### config.mk
export PLATFORM = sky130hd
export DESIGN_NAME = ram_read_sweeper
export DESIGN_NICKNAME = d
export VERILOG_FILES = /design/src/rtl/ram_read_sweeper.sv
export SDC_FILE = /design/constraint.sdc
export NUM_CORES = 1
export LEC_CHECK = 0
export CAP_MARGIN = 20
export CORE_AREA = 3 3 75 77
export DETAILED_ROUTE_END_ITERATION = 10
export DIE_AREA = 0 0 78 80
export DONT_BUFFER_PORTS = 1
export SKIP_LAST_GASP = 1
export SLEW_MARGIN = 20
export SYNTH_ARGS = -nofsm -noshare
export SYNTH_HDL_FRONTEND = slang
export SYNTH_SLANG_ARGS = --single-unit
### constraint.sdc
create_clock -name clk -period 3.3 [get_ports clk]
set_input_delay 0.495 -clock clk [delete_from_list [all_inputs] [get_ports clk]]
set_output_delay 0.495 -clock clk [all_outputs]
set_load 0.01 [all_outputs]
### src/rtl/ram_read_sweeper.sv
// ram_read_sweeper: steps the read address of a small synchronous RAM on a
// programmable tick, waits out the RAM read latency and then latches the
// aligned (address, data) pair for the seven-segment display stage.
// Optional feature macro: SWEEP_MANUAL_EN adds a manual address override
// (ports manual / manual_addr). Without it the sweep is purely automatic.
module ram_read_sweeper #(
  parameter int ADDR_WIDTH   = 5,
  parameter int DATA_WIDTH   = 4,
  parameter int TICK_COUNT   = 50000000,
  parameter int READ_LATENCY = 2
) (
  input  logic                  clk,
  input  logic                  reset,
`ifdef SWEEP_MANUAL_EN
  input  logic                  manual,
  input  logic [ADDR_WIDTH-1:0] manual_addr,
`endif
  input  logic [DATA_WIDTH-1:0] rd_data,
  output logic [ADDR_WIDTH-1:0] rd_addr,
  output logic                  step,
  output logic [ADDR_WIDTH-1:0] disp_addr,
  output logic [DATA_WIDTH-1:0] disp_data,
  output logic                  disp_valid
);

  localparam int DIV_W = (TICK_COUNT > 2) ? $clog2(TICK_COUNT) : 1;
  localparam int LAT_W = (READ_LATENCY > 1) ? $clog2(READ_LATENCY) : 1;

  localparam logic [DIV_W-1:0] DIV_LAST = DIV_W'(TICK_COUNT - 1);
  // Counter value seen on the edge that completes the read latency.
  localparam logic [LAT_W-1:0] LAT_LAST = LAT_W'(READ_LATENCY - 1);

  localparam logic [0:0] S_WAIT = 1'b0;
  localparam logic [0:0] S_READ = 1'b1;

  logic [ADDR_WIDTH-1:0] r_rd_addr;
  logic [DIV_W-1:0]      r_div;
  logic                  r_step;
  logic [0:0]            r_state;
  logic [LAT_W-1:0]      r_lat_cnt;
  logic [ADDR_WIDTH-1:0] r_disp_addr;
  logic [DATA_WIDTH-1:0] r_disp_data;
  logic                  r_disp_valid;

  logic                  w_manual;
  logic [ADDR_WIDTH-1:0] w_manual_addr;
  logic [ADDR_WIDTH-1:0] w_next_addr;
  logic [DIV_W-1:0]      w_next_div;
  logic                  w_next_step;
  logic                  w_addr_chg;

`ifdef SWEEP_MANUAL_EN
  assign w_manual      = manual;
  assign w_manual_addr = manual_addr;
`else
  assign w_manual      = 1'b0;
  assign w_manual_addr = {ADDR_WIDTH{1'b0}};
`endif

  // Next address / divider / step: manual override holds the divider,
  // otherwise the divider rolls over once per TICK_COUNT edges.
  always_comb begin
    w_next_addr = r_rd_addr;
    w_next_div  = r_div + DIV_W'(1);
    w_next_step = 1'b0;
    if (w_manual) begin
      w_next_addr = w_manual_addr;
      w_next_div  = {DIV_W{1'b0}};
      w_next_step = 1'b0;
    end else if (r_div == DIV_LAST) begin
      w_next_addr = r_rd_addr + ADDR_WIDTH'(1);
      w_next_div  = {DIV_W{1'b0}};
      w_next_step = 1'b1;
    end else begin
      w_next_addr = r_rd_addr;
      w_next_div  = r_div + DIV_W'(1);
      w_next_step = 1'b0;
    end
  end

  // Any edge that moves rd_addr (auto step or manual) starts a new read.
  assign w_addr_chg = (w_next_addr != r_rd_addr);

  // Address, divider and step pulse registers.
  always_ff @(posedge clk or posedge reset) begin
    if (reset) begin
      r_rd_addr <= {ADDR_WIDTH{1'b0}};
      r_div     <= {DIV_W{1'b0}};
      r_step    <= 1'b0;
    end else begin
      r_rd_addr <= w_next_addr;
      r_div     <= w_next_div;
      r_step    <= w_next_step;
    end
  end

  // Read-latency FSM and display capture. The latency counter holds the
  // number of edges elapsed since rd_addr was set; reset release counts as
  // setting address 0. A new address always wins over a pending capture so
  // a stale word is never tagged with the new address.
  always_ff @(posedge clk or posedge reset) begin
    if (reset) begin
      r_state      <= S_READ;
      r_lat_cnt    <= {LAT_W{1'b0}};
      r_disp_addr  <= {ADDR_WIDTH{1'b0}};
      r_disp_data  <= {DATA_WIDTH{1'b0}};
      r_disp_valid <= 1'b0;
    end else if (w_addr_chg) begin
      r_state   <= S_READ;
      r_lat_cnt <= {LAT_W{1'b0}};
    end else begin
      case (r_state)
        S_READ: begin
          if (r_lat_cnt == LAT_LAST) begin
            r_disp_addr  <= r_rd_addr;
            r_disp_data  <= rd_data;
            r_disp_valid <= 1'b1;
            r_lat_cnt    <= {LAT_W{1'b0}};
            r_state      <= S_WAIT;
          end else begin
            r_lat_cnt <= r_lat_cnt + LAT_W'(1);
          end
        end
        S_WAIT: begin
          r_state <= S_WAIT;
        end
        default: begin
          r_state   <= S_WAIT;
          r_lat_cnt <= {LAT_W{1'b0}};
        end
      endcase
    end
  end

  assign rd_addr    = r_rd_addr;
  assign step       = r_step;
  assign disp_addr  = r_disp_addr;
  assign disp_data  = r_disp_data;
  assign disp_valid = r_disp_valid;

endmodule

==> impl_metrics.csv, run 1 <==
group,metric,value,unit
critical_path,cp_num_cells,4,
timing,slew_headroom,0.3893,
critical_path,cp-endpoint,"disp_addr[4]",
logic_synthesis,ys_seq_elements,44,
min_path,hold_path_class,"in2async",
routing,drc,0,
timing,fin_skew,9.033,ps
logic_synthesis,yosys.area_share.simple,0.2058,
timing,tns,0,ps
floorplanning,die_h,80,microns
grt,grt_usage,0.1304,
routing,drt-total-wl,3545,microns
clock_tree,clk_pin_slew_worst_paths,90,ps
timing,post-route-min-period,2587,ps
finish,final_common_cell,"dfrtp_1",
grt,grt.overflow.total,0,
routing,routed_via_density,5.417,
routing,drt_iter0_drc,48,
critical_path,ff2ff_path_depth,4,
pwr,p_leak,0.9426,nW
finish,final_cell_mix,"43 x dfrtp_1, 13 x nand3_1, 13 x xnor2_1",
routing,via_count,1376,
logic_synthesis,yosys.area.top_type,"dfrtp_1",
logic_synthesis,ys_types,31,
critical_path,r2r-start,"r_div[9]",
placed_design,io_buffers,0,
clock_tree,clk-insertion-delay-late,290,ps
routing,firstDrtPassIters,4,
critical_path,cp-start-kind,"register",
floorplanning,coreArea,5075,sq um
finish,antennaDiodeCount,0,
logic_synthesis,synth_area_leaders,"dfrtp_1 54%, xnor2_1 5.7%, mux2_2 5.7%, xor2_1 3.5%, nand3_1 3.3%",
routing,ant_nets,0,
clock_tree,cts_tree,"done",
logic_synthesis,ys.flop_type,"dfrtp_1",
floorplanning,num_io_pins,22,
timing,hold_viol,0,
grt,grt_max_degree,26,
pwr,internal_power,0.7109,mW
clock_tree,numCtsBuffers,5,
critical_path,end_kind,"register",
logic_synthesis,syn_inst,178,
clock_tree,clock_path_buffers,2,
logic_synthesis,synth_mux_area_frac,0.05682,
pwr,pwr-share-clk,0.380,
logic_synthesis,yosys_warnings,0,
critical_path,r2r_setup_slack,710,ps
pwr,p_sw,0.1878,mW
outcome,outcome,"completed",
placed_design,gp_congestion,0.8924,
logic_synthesis,synth_compound_area_frac,0.05619,
logic_synthesis,synth_top_family_by_area,"simple AND/OR/NAND/NOR gates",
pwr,irDropWorstVdd,0.0001643,V
critical_path,cp_slowest_stage_delay,690,ps
timing,period_share,0.7839,
critical_path,crit_path_max_fanout,10,
critical_path,critPathKind,"reg2reg",
timing,drv_slew,0,
clock_tree,cts_root_buf,"clkbuf_8",
timing,rsz0062_at_grt,"false",
floorplanning,dieWidth,78,microns
critical_path,path_buf_inv,0,
logic_synthesis,avgSynthCellArea,11.13,sq um
floorplanning,initial_utilization,0.3905,
logic_synthesis,yosysSeqAreaShare,0.5562,
critical_path,path_cells,"or4b_1, or4_1, o211ai_4, mux2_2",
critical_path,required,3470,ps
timing,setup_viol,0,
pwr,pwr-share-seq,0.605,
flow_run,drv_cap,0,
timing,worst_pin_slew,907.7,ps
timing,max_freq,386.6,MHz
logic_synthesis,synth_area,1982,sq um
finish,fill_cells,517,
critical_path,r2r_end,"disp_addr[4]",
critical_path,critPathArrivalTime,2760,ps
finish,final_layout_size_suffix_gt1_frac,0.1304,
logic_synthesis,synthXorXnorAreaFrac,0.09280,
pwr,power_density,415.9,nW/um^2
critical_path,crit_start,"r_div[9]",
placed_design,place_hpwl,2624,microns
timing,hold_slack,193.2,ps
critical_path,critPathTopFamily,"simple AND/OR/NAND/NOR gates",
floorplanning,rows,26,
routing,wire_per_inst,13.96,microns
finish,nets,191,
clock_tree,clkSinkCount,44,
grt,grt_first_pass_wirelength,6451,microns
logic_synthesis,synth_top_cell_area_share,0.5429,
critical_path,critical_path.slowest_cell,"or4_1",
logic_synthesis,syn_nets,186,
clock_tree,h-tree-depth,2,
logic_synthesis,synth_edf_count,0,
grt,antenna_found_initial,0,
logic_synthesis,synthAdderAreaFrac,0.01263,
pwr,swShare,0.2090,
finish,area_growth,9.028,%
floorplanning,die_area,6240,sq um
grt,grt_pass1_vias,1419,
logic_synthesis,async_reset_ff_frac,1.000,
clock_tree,post_cts_buffers,0,
clock_tree,post_cts_resized,0,
clock_tree,ctsHoldBuffers,0,
pwr,p_comb_frac,0.014,
## cell usage after synthesis (all sizes together) (2+ instances only)
library cell	instances
a21oi	8
and2	2
and3	5
and4	4
buf	2
clkbuf	2
dfrtp	43
ha	2
inv	6
mux2	10
nand2	8
nand3	13
nand4	8
nor2	12
nor3	2
nor4	4
o21ai	7
or3	7
or4	3
xnor2	13
xor2	8
## worst min-delay path by stage
| stage | startpoint | end | slack [ps] | depth (start not counted) |
|---|---|---|---|---|
| 3_3_place_gp | r_div[24] | r_div[24] | 480 | 1 |
| 3_5_place_dp | r_div[24] | r_div[24] | 500 | 1 |
| 5_1_grt | reset | disp_data[0] | 250 | 1 |
| 6_report | reset | disp_data[0] | 190 | 1 |
| 4_1_cts | reset | disp_data[3] | 230 | 1 |
| 2_1_floorplan | r_div[24] | r_div[24] | 460 | 1 |
## sequential cells by signal, indices dropped and copies added (netlist names)
signal and flops:
rd_addr 5, disp_data 4, disp_valid 1, disp_addr 5, step 1, r_div 26, r_lat_cnt 1, r_state 1
## through the flow
step | area (sq um) | power, mW | util | std cells | setup slack (ps)
detailed placement | 2068 | 0.5691 | 0.4075 | 246 | 720.0
global route | 2161 | 0.9396 | 0.4258 | 254 | 582.0
finish | 2161 | 0.8987 | 0.4258 | 254 | 713.1
CTS | 2161 | 0.9158 | 0.4258 | 254 | 686.6
global placement | 2068 | 0.5680 | 0.4075 | 246 | 816.8
floorplan | 1982 | 0.5643 | - | 178 | 919.7
## layer usage
layer  wire length (microns)  track usage  share of wire  vias to the layer above
met2                    1688       0.2175           0.48                       31
li1                        -            -              -                      651
met4                      49      0.05070          0.014                        0
met3                     188      0.04063          0.053                        6
met5                       0            0              0                        -
met1                    1619       0.1575           0.46                      688
## logic make-up after synthesis
group           count (synthesis)
xor+xnor                       21
flops                          44
buf+inv                        10
simple gates                   73
mux                            10
fa+ha+maj                       2
compound gates                 18
## final cells by class
| type | count | area, sq um | area share |
|---|---|---|---|
| Clock buffer | 6 | 82.58 | 0.03822 |
| Clock inverter | 2 | 10.01 | 0.004632 |
| Inverter | 6 | 22.52 | 0.01042 |
| Multi-Input combinational cell | 124 | 840.8 | 0.3891 |
| Sequential cell | 44 | 1102 | 0.5101 |
| Tap cell | 70 | 87.58 | 0.04053 |
| Timing Repair Buffer | 2 | 15.01 | 0.006948 |
## power by group through the flow
stage / Combinational, mW / Sequential, mW / Clock (mW)
after floorplan: 0.0100 / 0.554 / 0
after global placement: 0.0133 / 0.555 / 0
after detailed placement: 0.0143 / 0.555 / 0
after CTS: 0.0143 / 0.544 / 0.358
after global routing: 0.0158 / 0.544 / 0.379
final: 0.0130 / 0.544 / 0.342
(Power assumes the default switching activity.)
==> inputs of run 2 (changes only) <==
Clock period 3.3 ns to 2.4 ns, I/O delays scaled along.
==> run 2 against run 1 <==
Compared with the run above: worst setup slack worse by 630 ps; clock-buffer cell count is 1 lower; utilization is 2.9 points higher; sequential cell count stayed put; global-route usage is 0.44 points higher; total power is 71% higher; die area stayed put; critical path type unchanged; largest cell class unchanged.
==> impl_metrics.csv, run 2 (synthesized netlist as in run 1, its figures left out) <==
group,metric,value,unit
timing,post-route-min-period,2315,ps
critical_path,crit_path_max_fanout,10,
grt,grt_usage,0.1348,
pwr,power_density,666.6,nW/um^2
finish,area_growth,16.35,%
timing,setup_viol,0,
placed_design,io_buffers,0,
finish,postLayoutCoreUtil,0.4544,
timing,worst_pin_slew,542.8,ps
floorplanning,die_area,6240,sq um
critical_path,cp_slowest_stage_delay,600,ps
critical_path,critPathArrivalTime,2500,ps
grt,grt_max_degree,45,
grt,grt_first_pass_wirelength,6644,microns
routing,drc,0,
clock_tree,cts_root_buf,"clkbuf_8",
finish,regArea,1102,sq um
placed_design,gp_congestion,0.8431,
floorplanning,num_io_pins,22,
critical_path,path_cells,"or4b_1, or4_1, o211ai_4, buf_12, mux2_2",
floorplanning,dieWidth,78,microns
routing,via_count,1379,
floorplanning,initial_utilization,0.3905,
critical_path,path_buf_inv,1,
pwr,irDropWorstVdd,0.0002543,V
placed_design,place_hpwl,2648,microns
routing,firstDrtPassIters,4,
clock_tree,numCtsBuffers,5,
timing,slew_headroom,0.6381,
routing,drt_iter0_drc,49,
min_path,hold_path_class,"in2async",
grt,grt_pass1_vias,1490,
floorplanning,die_h,80,microns
critical_path,end_kind,"register",
clock_tree,h-tree-depth,2,
pwr,p_leak,1.016,nW
critical_path,critPathKind,"reg2reg",
clock_tree,clkSinkCount,44,
routing,drt-total-wl,3623,microns
finish,fill_cells,493,
finish,final_cell_mix,"43 x dfrtp_1, 13 x nand3_1, 13 x xnor2_1",
clock_tree,ctsHoldBuffers,0,
critical_path,r2r_setup_slack,90,ps
clock_tree,cts_tree,"done",
routing,ant_nets,0,
timing,hold_viol,0,
routing,wire_per_inst,13.83,microns
finish,final_common_cell,"dfrtp_1",
routing,routed_via_density,5.263,
timing,period_share,0.9645,
clock_tree,clk-insertion-delay-late,290,ps
finish,design_area,2306,sq um
floorplanning,coreArea,5075,sq um
critical_path,cp-start-kind,"register",
critical_path,required,2580,ps
finish,nets,199,
grt,antenna_found_initial,0,
timing,rsz0062_at_grt,"false",
placed_design,place_area,2121,sq um
critical_path,critical_path.slowest_cell,"or4_1",
clock_tree,clk_pin_slew_worst_paths,80,ps
grt,grt.overflow.total,0,
floorplanning,rows,26,
finish,largest_register_ffs,26,
timing,fin_skew,4.424,ps
timing,drv_slew,0,
timing,max_freq,432.0,MHz
finish,antennaDiodeCount,0,
clock_tree,clock_path_buffers,2,
flow_run,drv_cap,0,
outcome,outcome,"completed",
finish,multiInputGateArea,847.1,sq um
finish,regMostFlops,"r_div",
finish,final_layout_size_suffix_gt1_frac,0.1719,
critical_path,critPathTopFamily,"simple AND/OR/NAND/NOR gates",
==> run 2: final cells by class <==
cell class | instances | area share
Tap cell | 70 | 0.03798
Inverter | 6 | 0.009767
Sequential cell | 44 | 0.4780
Timing Repair Buffer | 10 | 0.03798
Clock inverter | 3 | 0.03907
Clock buffer | 5 | 0.02984
Multi-Input combinational cell | 124 | 0.3673
==> run 2: timing repair <==
| item | CTS | global route |
|---|---|---|
| buffers inserted | 1 | 0 |
| resized for setup | 0 | 1 |
| endpoints found under the setup margin | 9 | 1 |
| pin swaps | 1 | 0 |
==> run 2: routing by layer <==
layer / vias up / GRT usage / routed length (microns) / part of all wire
met5: - / 0 / 0 / 0
met4: 0 / 0.04021 / 42 / 0.012
met3: 7 / 0.04740 / 203 / 0.056
met2: 27 / 0.2389 / 1788 / 0.49
met1: 682 / 0.1526 / 1588 / 0.44
li1: 663 / - / - / -
==> run 2: final timing paths <==
kind	cells after the start	start	endpoint
max	5	r_div[9]	disp_data[2]
min	2	reset	disp_data[0]
max reg2reg	5	r_div[9]	disp_data[2]
min reg2reg	1	r_div[0]	r_div[0]
max in group asynchronous	2	reset	r_state
min in group clk	1	rd_data[1]	disp_data[1]
==> run 2: through the flow <==
step / hold WS, ps / total power [mW] / std cells / setup TNS [ps] / worst slack, ps
floorplan: 459.2 / 0.7759 / 178 / 0 / 19.74
global route: 123.1 / 1.609 / 262 / 0 / 2.170
global placement: 416.3 / 0.7811 / 253 / 0 / 43.61
CTS: 108.3 / 1.556 / 262 / 0 / 65.18
detailed placement: 430.4 / 0.7824 / 253 / -250.4 / -35.99
finish: 76.16 / 1.537 / 262 / 0 / 85.25
==> run 2: power breakdown <==
| part | switching (mW) | internal [mW] | total, mW |
|---|---|---|---|
| sequential | 0.00387 | 0.744 | 0.748 |
| combinational | 0.0143 | 0.00365 | 0.0180 |
| clock | 0.251 | 0.520 | 0.771 |
| total | 0.269 | 1.27 | 1.54 |
==> inputs of run 3 (changes only) <==
Settings changed: GPL_TIMING_DRIVEN from default to 0.
==> run 3 against run 2 <==
Compared with the run above: cell count stayed put; design area is 1.2% lower; sequential power hardly changed; global-route usage about the same; wire length increased by 1.7%; first-iteration DRC count rose by 14%; non-clock buffer count stayed put; worst hold slack better by 130 ps; sequential cell count is the same; clock-buffer cell count did not move; register-to-register slack about the same; largest cell class unchanged; largest power group is now registers.
==> impl_metrics.csv, run 3 (synthesized netlist as in run 1, its figures left out) <==
group,metric,value,unit
routing,ant_nets,0,
grt,grt_usage,0.1351,
floorplanning,num_io_pins,22,
timing,worst_pin_slew,940.6,ps
critical_path,crit_path_max_fanout,5,
finish,area_growth,14.96,%
critical_path,end_kind,"register",
grt,antenna_found_initial,0,
routing,via_count,1352,
critical_path,r2r-start,"r_div[9]",
timing,period_share,0.9608,
floorplanning,rows,26,
routing,drt-total-wl,3684,microns
finish,final_cell_mix,"43 x dfrtp_1, 13 x nand3_1, 13 x xnor2_1",
critical_path,cp-start-kind,"register",
clock_tree,cts_tree,"done",
clock_tree,clk-insertion-delay-late,290,ps
grt,grt_max_degree,28,
grt,grt.overflow.total,0,
floorplanning,die_h,80,microns
finish,largest_register_ffs,26,
grt,grt_first_pass_wirelength,6699,microns
pwr,p_comb_frac,0.020,
critical_path,critPathKind,"reg2reg",
floorplanning,initial_utilization,0.3905,
pwr,p_sw,0.2762,mW
finish,final_layout_size_suffix_gt1_frac,0.1719,
timing,rsz0062_at_grt,"false",
timing,final.setup.worst_slack,94.08,ps
flow_run,drv_cap,0,
floorplanning,die_area,6240,sq um
critical_path,r2r_setup_slack,90,ps
critical_path,required,2580,ps
min_path,worstHoldStart,"rd_data[1]",
routing,wire_per_inst,14.06,microns
finish,regArea,1102,sq um
clock_tree,numCtsBuffers,5,
routing,drc,0,
timing,post-route-min-period,2306,ps
clock_tree,cts_root_buf,"clkbuf_8",
routing,firstDrtPassIters,4,
pwr,pwr-share-seq,0.606,
min_path,hold_end,"disp_data[1]",
timing,fin_skew,8.031,ps
timing,hold_viol,0,
placed_design,dpl_worst_slack,-153.7,ps
min_path,hold_depth,1,
pwr,power_density,542.1,nW/um^2
critical_path,r2r_end,"disp_addr[2]",
finish,nets,199,
finish,fill_cells,489,
pwr,pwr-share-clk,0.375,
critical_path,crit_start,"r_div[9]",
timing,slew_headroom,0.3671,
finish,multiInputGateArea,882.1,sq um
timing,drv_slew,0,
placed_design,io_buffers,0,
timing,tns,0,ps
outcome,outcome,"completed",
grt,grt_pass1_vias,1423,
finish,final_common_cell,"dfrtp_1",
pwr,irDropWorstVdd,0.0001820,V
pwr,p_leak,1.017,nW
pwr,swShare,0.2236,
critical_path,ff2ff_path_depth,5,
routing,drt_iter0_drc,56,
critical_path,critPathArrivalTime,2480,ps
floorplanning,dieWidth,78,microns
floorplanning,coreArea,5075,sq um
clock_tree,h-tree-depth,2,
placed_design,place_hpwl,2455,microns
routing,routed_via_density,5.160,
clock_tree,clk_pin_slew_worst_paths,90,ps
clock_tree,clock_path_buffers,2,
placed_design,gp_congestion,0.7189,
clock_tree,clkSinkCount,44,
pwr,internal_power,0.9590,mW
finish,antennaDiodeCount,0,
finish,regMostFlops,"r_div",
timing,max_freq,433.7,MHz
timing,setup_viol,0,
min_path,hold_path_class,"in2reg",
[run 3: cell types whose count changed in the layout (fill, tap and decap cells not counted), sizes merged]
cell         previous run  this run
bufinv                  3         0
buf                    10         8
clkinvlp                0         2
clkbuf                  5         6
clkinv                  0         1
dlygate4sd3             0         1
[run 3: per-layer routing]
layer  vias to the layer above  routed length (microns)  part of all wire  track usage
met2                        28                     1746              0.47       0.2252
met5                         -                        0                 0            0
met4                         0                       46             0.012      0.04895
met1                       655                     1716              0.47       0.1700
met3                         7                      175             0.048      0.03386
li1                        662                        -                 -            -
[run 3: worst max-delay path, stage by stage (launching register included)]
cell and delay [ps]:
dfrtp_1 410, or4b_4 530, or4_4 560, o211ai_4 220
buf_6 170, mux2_4 300
[run 3: metrics by stage]
stage	cell area (sq um)	instances	hold WS [ps]	utilization	power, mW
final	2278	262	208.1	0.4490	1.235
after floorplan	1982	178	459.2	-	0.7759
after global placement	2069	248	493.9	0.4078	0.7809
after CTS	2333	265	198.5	0.4598	1.259
after global routing	2278	262	191.2	0.4490	1.292
after detailed placement	2090	249	255.3	0.4117	0.7850
[run 3: how the worst max path moves through the flow]
stage                              end  slack, ps  cells past startpoint
after detailed placement  disp_data[3]       -150                      5
after global routing         r_div[18]          9                      5
after CTS                 disp_data[0]        -20                      7
after floorplan           disp_addr[0]         20                      5
after global placement    disp_data[2]       -160                      5
final                     disp_addr[2]         90                      5
[run 3: area by class of cell]
class / instances / area share
plain buffers: 2 / 0.003844
clock buffers: 5 / 0.03020
clock inverters: 3 / 0.01043
inverters: 6 / 0.009885
multi-input cells: 124 / 0.3871
flip-flops and latches: 44 / 0.4838
well taps: 70 / 0.03844
repair buffers: 8 / 0.03624
[run 3: power groups by stage]
stage / sequential (mW) / combinational (mW) / clock (mW)
3_5_place_dp: 0.763 / 0.0223 / 0
3_3_place_gp: 0.763 / 0.0184 / 0
4_1_cts: 0.748 / 0.0257 / 0.485
2_1_floorplan: 0.762 / 0.0138 / 0
5_1_grt: 0.748 / 0.0285 / 0.515
6_report: 0.748 / 0.0241 / 0.463
[run 3: repair_timing]
action	CTS	global route
hold endpoints to repair	17	0
gates resized for setup	17	0
endpoints found under the setup margin	19	15
setup buffers	6	1
cloned	1	0
hold buffers	1	0
pin swaps	3	1
